### src/rtl/fwd_arb_pkg.sv
// Shared definitions for the forwarder arbiter: FSM state encoding and a
// helper that sizes the granted-core index.
// Latency: n/a. Backpressure: n/a.
package fwd_arb_pkg;

  typedef enum logic [1:0] {
    ST_IDLE   = 2'd0,
    ST_OFFER  = 2'd1,
    ST_ACTIVE = 2'd2,
    ST_FINISH = 2'd3
  } state_t;

  // A single core still needs a 1-bit index.
  function automatic int id_width(input int n);
    return (n > 1) ? $clog2(n) : 1;
  endfunction

endpackage

### src/rtl/fwd_arbiter_rr_pick.sv
// Purpose: round-robin picker; first set req bit at or after ptr, wrapping.
// Latency: purely combinational.
// Backpressure: none; valid=0 when no request is set.
// Ports: req (N request bits), ptr (start index), valid (any request), idx (winner).
module rr_pick #(
  parameter int N  = 4,
  parameter int IW = 2
) (
  input  logic [N-1:0]  req,
  input  logic [IW-1:0] ptr,
  output logic          valid,
  output logic [IW-1:0] idx
);

  // Scan from the farthest offset down to offset 0 so the closest requester
  // to ptr is the last one written and therefore wins.
  always_comb begin
    valid = 1'b0;
    idx   = '0;
    for (int k = N - 1; k >= 0; k--) begin
      if (req[(int'(ptr) + k) % N]) begin
        valid = 1'b1;
        idx   = IW'((int'(ptr) + k) % N);
      end
    end
  end

endmodule

### src/rtl/fwd_arbiter.sv
// Purpose: shares one forwarder among N_CORES cores, whole-packet round-robin.
// Latency: request -> rdy_for_fwd 2 cycles; claim and done acks pass through combinationally.
// Backpressure: an offer is held until claimed or withdrawn; done is held until the core acks.
// Ports: per-core fwd ports (core_*, sliced by index) on one side, a single
//   forwarder port (rdy_for_fwd/fwd_*) on the other; fwd_core_id = current grant.
module fwd_arbiter
  import fwd_arb_pkg::*;
#(
  parameter int  N_CORES           = 4,
  parameter int  SN_FWD_ADDR_WIDTH = 9,
  parameter int  SN_FWD_DATA_WIDTH = 64,
  parameter int  PLEN_WIDTH        = 32,
  localparam int ID_WIDTH          = id_width(N_CORES)
) (
  input  logic                                   clk,
  input  logic                                   rst,
  input  logic [N_CORES-1:0]                     core_rdy_for_fwd,
  output logic [N_CORES-1:0]                     core_rdy_for_fwd_ack,
  output logic [N_CORES*SN_FWD_ADDR_WIDTH-1:0]   core_fwd_addr,
  output logic [N_CORES-1:0]                     core_fwd_rd_en,
  input  logic [N_CORES*SN_FWD_DATA_WIDTH-1:0]   core_fwd_rd_data,
  input  logic [N_CORES-1:0]                     core_fwd_rd_data_vld,
  input  logic [N_CORES*PLEN_WIDTH-1:0]          core_fwd_byte_len,
  output logic [N_CORES-1:0]                     core_fwd_done,
  input  logic [N_CORES-1:0]                     core_fwd_done_ack,
  output logic                                   rdy_for_fwd,
  input  logic                                   rdy_for_fwd_ack,
  input  logic [SN_FWD_ADDR_WIDTH-1:0]           fwd_addr,
  input  logic                                   fwd_rd_en,
  output logic [SN_FWD_DATA_WIDTH-1:0]           fwd_rd_data,
  output logic                                   fwd_rd_data_vld,
  output logic [PLEN_WIDTH-1:0]                  fwd_byte_len,
  input  logic                                   fwd_done,
  output logic                                   fwd_done_ack,
  output logic [ID_WIDTH-1:0]                    fwd_core_id
);

  state_t              r_state;
  logic [ID_WIDTH-1:0] r_grant;
  logic [ID_WIDTH-1:0] r_ptr;
  logic                r_rdy_for_fwd;

  logic                w_pick_vld;
  logic [ID_WIDTH-1:0] w_pick_idx;
  logic                w_live;
  logic                w_req_g;
  logic                w_claim;
  logic                w_release;
  logic [ID_WIDTH-1:0] w_next_ptr;
  logic [N_CORES-1:0]  w_sel;

  logic [SN_FWD_DATA_WIDTH-1:0] w_rd_data [N_CORES];
  logic [PLEN_WIDTH-1:0]        w_len     [N_CORES];

  rr_pick #(.N(N_CORES), .IW(ID_WIDTH)) u_pick (
    .req   (core_rdy_for_fwd),
    .ptr   (r_ptr),
    .valid (w_pick_vld),
    .idx   (w_pick_idx)
  );

  // Reset suppresses every handshake that would otherwise complete this cycle.
  assign w_live    = ~rst;
  assign w_req_g   = core_rdy_for_fwd[r_grant];
  // r_rdy_for_fwd is only ever set in OFFER; a withdrawn request beats a claim.
  assign w_claim   = r_rdy_for_fwd & rdy_for_fwd_ack & w_req_g & w_live;
  assign w_release = (r_state == ST_FINISH) & core_fwd_done_ack[r_grant] & w_live;
  assign w_next_ptr = (r_grant == ID_WIDTH'(N_CORES - 1)) ? '0 : r_grant + ID_WIDTH'(1);

  always_ff @(posedge clk) begin
    if (rst) begin
      r_state       <= ST_IDLE;
      r_grant       <= '0;
      r_ptr         <= '0;
      r_rdy_for_fwd <= 1'b0;
    end else begin
      case (r_state)
        ST_IDLE: begin
          if (w_pick_vld) begin
            r_grant <= w_pick_idx;
            r_state <= ST_OFFER;
          end
        end
        ST_OFFER: begin
          if (!w_req_g) begin
            r_state       <= ST_IDLE;
            r_rdy_for_fwd <= 1'b0;
          end else if (w_claim) begin
            r_state       <= ST_ACTIVE;
            r_rdy_for_fwd <= 1'b0;
            r_ptr         <= w_next_ptr;
          end else begin
            r_rdy_for_fwd <= 1'b1;
          end
        end
        ST_ACTIVE: begin
          if (fwd_done) r_state <= ST_FINISH;
        end
        ST_FINISH: begin
          if (w_release) r_state <= ST_IDLE;
        end
        default: r_state <= ST_IDLE;
      endcase
    end
  end

  for (genvar g = 0; g < N_CORES; g++) begin : g_core
    assign w_sel[g]                = (r_state == ST_ACTIVE) && (r_grant == ID_WIDTH'(g));
    assign core_rdy_for_fwd_ack[g] = w_claim && (r_grant == ID_WIDTH'(g));
    assign core_fwd_rd_en[g]       = w_sel[g] & fwd_rd_en;
    assign core_fwd_addr[g*SN_FWD_ADDR_WIDTH +: SN_FWD_ADDR_WIDTH] = w_sel[g] ? fwd_addr : '0;
    assign core_fwd_done[g]        = (r_state == ST_FINISH) && (r_grant == ID_WIDTH'(g)) && w_live;
    assign w_rd_data[g]            = core_fwd_rd_data[g*SN_FWD_DATA_WIDTH +: SN_FWD_DATA_WIDTH];
    assign w_len[g]                = core_fwd_byte_len[g*PLEN_WIDTH +: PLEN_WIDTH];
  end

  assign rdy_for_fwd     = r_rdy_for_fwd;
  assign fwd_done_ack    = w_release;
  assign fwd_rd_data     = w_rd_data[r_grant];
  assign fwd_rd_data_vld = core_fwd_rd_data_vld[r_grant];
  assign fwd_byte_len    = w_len[r_grant];
  assign fwd_core_id     = r_grant;

endmodule

### config.mk
export PLATFORM = sky130hd
export DESIGN_NAME = fwd_arbiter
export DESIGN_NICKNAME = d
export VERILOG_FILES = /design/src/rtl/fwd_arb_pkg.sv /design/src/rtl/fwd_arbiter_rr_pick.sv /design/src/rtl/fwd_arbiter.sv
export SDC_FILE = /design/constraint.sdc
export NUM_CORES = 1
export LEC_CHECK = 0
export CORE_AREA = 2 2 217 219
export CTS_BUF_LIST = sky130_fd_sc_hd__clkbuf_8 sky130_fd_sc_hd__clkbuf_16
export DETAILED_ROUTE_END_ITERATION = 10
export DIE_AREA = 0 0 219 221
export HOLD_SLACK_MARGIN = 0.02
export PLACE_DENSITY = 0.4
export SETUP_SLACK_MARGIN = 0.02
export SLEW_MARGIN = 20
export SYNTH_ARGS = -nofsm -noshare
export SYNTH_HDL_FRONTEND = slang
export SYNTH_HIERARCHICAL = 1
export SYNTH_SLANG_ARGS = --single-unit
export TNS_END_PERCENT = 50
### constraint.sdc
create_clock -name clk -period 1.7 [get_ports clk]
set_input_delay 0.255 -clock clk [delete_from_list [all_inputs] [get_ports clk]]
set_output_delay 0.255 -clock clk [all_outputs]
set_load 0.05 [all_outputs]
==> flow_metrics.tcl <==
set metrics [dict create \
    max_stage_delay_ns 0.58 \
    die_w_microns 219 \
    cts_tree "done" \
    r2r_cells 5 \
    synth.avg_cell_area_sq_um 13.5 \
    max_freq_ghz 0.502 \
    grt_use_total 0.126 \
    ys_seq_area_frac 0.0444 \
    hold_viol 0 \
    grt.overflow.total 0 \
    cp_max_fo 16 \
    antenna_found_initial 8 \
    placementRows 79 \
    finalSetupViolations 146 \
    drv_cap 0 \
    clkLatencyLatePin_ns 0.23 \
    grt_pass1_vias 5605 \
    drc 0 \
    clkTransAtPathRegs_ns 0.04 \
    fin_util 0.256 \
    rrSetupSlack_ns -0.05 \
    htreeDepth 1 \
    post_drt_wl_per_cell_microns 22.3 \
    nets 1241 \
    ant_nets 0 \
    worst_pin_slew_ns 0.283 \
    worst_slack_ns -0.291 \
    status "finished with violations" \
    violations "negative setup slack" \
    dpl.hpwl_mm 29.1 \
    syn_nets 648 \
    total_leakage_power_nw 4.26 \
    die_h_microns 221 \
    period_share 1.17 \
    vias 4973 \
    r2r_end "r_ptr[1]" \
    grt_max_degree 41 \
    die_area_sq_mm 0.0484 \
    ys_ff_latch 7 \
    worstHoldStart "rdy_for_fwd" \
    synthTopCellsByArea "mux4_2 (71%), and3_1 (7.9%), dfxtp_1 (4.4%), buf_4 (2.4%), and2_1 (1.8%)" \
    cts-hold-fix-buffers 0 \
    grt_setup_unrepaired "true" \
    io_pins 559 \
    final_cell_mix "clkdlybuf4s50_1 (409), buf_12 (142), mux4_2 (99)" \
    start_util 0.0686 \
    drt_iter0_drc 141 \
    grt_pass1_wl_mm 43.2 \
    cp_slowest_cell "mux4_2" \
    syn_inst 234 \
    netlist_area_sq_mm 0.00316 \
    cp-start-kind "flop" \
    synth_cell_types 30 \
    skew_ns 0.00375 \
    routed_wl_mm 32.0 \
    post-route-cell-area_sq_mm 0.0118 \
    place_area_sq_mm 0.0113 \
    yosys.area.top_type "mux4_2" \
    required_ns 1.44 \
    yosysWarningCount 6 \
    clock-sinks 7 \
    portBuffers 558 \
    pre_cts_ws_ns -0.220 \
    slew_viol_final 0 \
    setup_tns_ns -25.55 \
    ir_drop_v 0.000227 \
    cpMostUsedCell "buf_12" \
    finalCriticalPeriod_ns 1.99 \
    arrival_ns 1.74 \
    hold_path_depth 2 \
    synth.top_cell.area_share 0.706 \
    vias_per_cell 3.47 \
    areaGrowthSynthToFinish_pct 273 \
    power_mw 4.86 \
    cts_buffers 3 \
    core_area_sq_mm 0.0461 \
    place_congestion 0.869 \
    worstSetupEndpointType "output pin" \
    cp.depth 4 \
    root_buffer "clkbuf_16" \
    hold_class "flop to flop" \
    rr_startpoint "fwd_core_id[0]" \
    final_common_cell "clkdlybuf4s50_1" \
    drt_first_pass_iters 4 \
    crit_type "flop to output pin" \
    cp_num_buf_inv 3 \
    ctsLongestPathBuffers 2 \
    crit_chain "buf_12 > buf_12 > mux4_2 > buf_12" \
    drive_above_1_share 0.454 \
    power_density_mw_per_mm2 412 \
    relSlewSlack 0.811 \
    cpLargestDelayFamily "multiplexers" \
    whs_endpoint "rdy_for_fwd" \
]
-- worst reg2reg max path, delay by kind of cell (launching register included) --
family	cells	cell delay, ns
multiplexers	2	0.83
buffers and inverters	2	0.31
flip-flops	1	0.37
AND/OR/NAND/NOR	1	0.12
-- worst max-delay path by stage --
| stage | start | end | slack, ns |
|---|---|---|---|
| floorplan | fwd_core_id[0] | fwd_byte_len[0] | -0.04 |
| global placement | core_fwd_done_ack[2] | fwd_done_ack | -0.21 |
| detailed placement | core_fwd_done_ack[2] | fwd_done_ack | -0.22 |
| CTS | fwd_core_id[0] | fwd_rd_data[31] | -0.33 |
| global route | fwd_core_id[0] | fwd_rd_data[31] | -0.35 |
| finish | fwd_core_id[0] | fwd_rd_data[31] | -0.29 |
-- cell usage after synthesis --
| cell | n |
|---|---|
| nor2_1 | 8 |
| nor3b_2 | 1 |
| a31oi_1 | 1 |
| and3_1 | 40 |
| nand2b_1 | 2 |
| buf_2 | 4 |
| a21oi_1 | 3 |
| and2_1 | 9 |
| buf_4 | 10 |
| a21bo_2 | 1 |
| and4b_1 | 1 |
| clkbuf_1 | 15 |
| nor2b_1 | 2 |
| inv_1 | 4 |
| mux2i_1 | 3 |
| mux4_2 | 99 |
| buf_1 | 3 |
| mux2_1 | 1 |
| a211o_1 | 1 |
| a211oi_1 | 1 |
| a211oi_2 | 1 |
| nand4b_1 | 1 |
| o21ai_0 | 2 |
| dfxtp_1 | 7 |
| nand3b_1 | 1 |
| nand2_1 | 5 |
| o31ai_1 | 1 |
| ha_1 | 4 |
| nor3b_1 | 2 |
| a21o_1 | 1 |
-- power by group --
part	total [mW]	internal (mW)	leakage (nW)	switching, mW
Clock	0.393	0.306	0.0423	0.0869
Combinational	4.28	2.42	4.16	1.86
Sequential	0.185	0.172	0.0586	0.0129
-- routing by layer --
metal	vias to the layer above	global-route usage	routed length, microns	part of all wire
met2	319	0.232	16300	0.51
met5	-	0	65	0.0020
met1	2397	0.145	12100	0.38
met4	10	0.0105	199	0.0062
li1	2231	-	-	-
met3	16	0.0408	3350	0.10
-- through the flow --
step	hold slack (ns)	cells
2_1_floorplan	0.496	234
3_3_place_gp	0.494	1421
3_5_place_dp	0.502	1421
4_1_cts	0.509	1429
5_1_grt	0.552	1433
6_report	0.502	1434
-- cell type report --
type                            instances  area (sq um)
Fill cell                            4876         34300
Timing Repair Buffer                  620          7680
Multi-Input combinational cell        191          3110
Tap cell                              607           759
Sequential cell                         7           148
Clock buffer                            3          75.1
Inverter                                4          17.5
Clock inverter                          1          3.75
Antenna cell                            1          2.50
-- cells by family (layout without fill, tap and decap cells) --
group,Yosys count,after routing,share of synthesized area
buffers and inverters,36,628,0.0563
other,0,1,0
adders and majority gates,4,4,0.0158
muxes,103,103,0.719
and+or+nand+nor,72,72,0.137
DFF,7,7,0.0444
AOI/OAI and AO/OA,12,12,0.0269
-- timing repair --
action / CTS / global route
setup endpoints to repair: 147 / 150
resized for setup: 64 / 18
setup buffers: 3 / 4
pin swaps: 5 / 1
cloned: 1 / 1
Power figures use the tool's default switching activity.
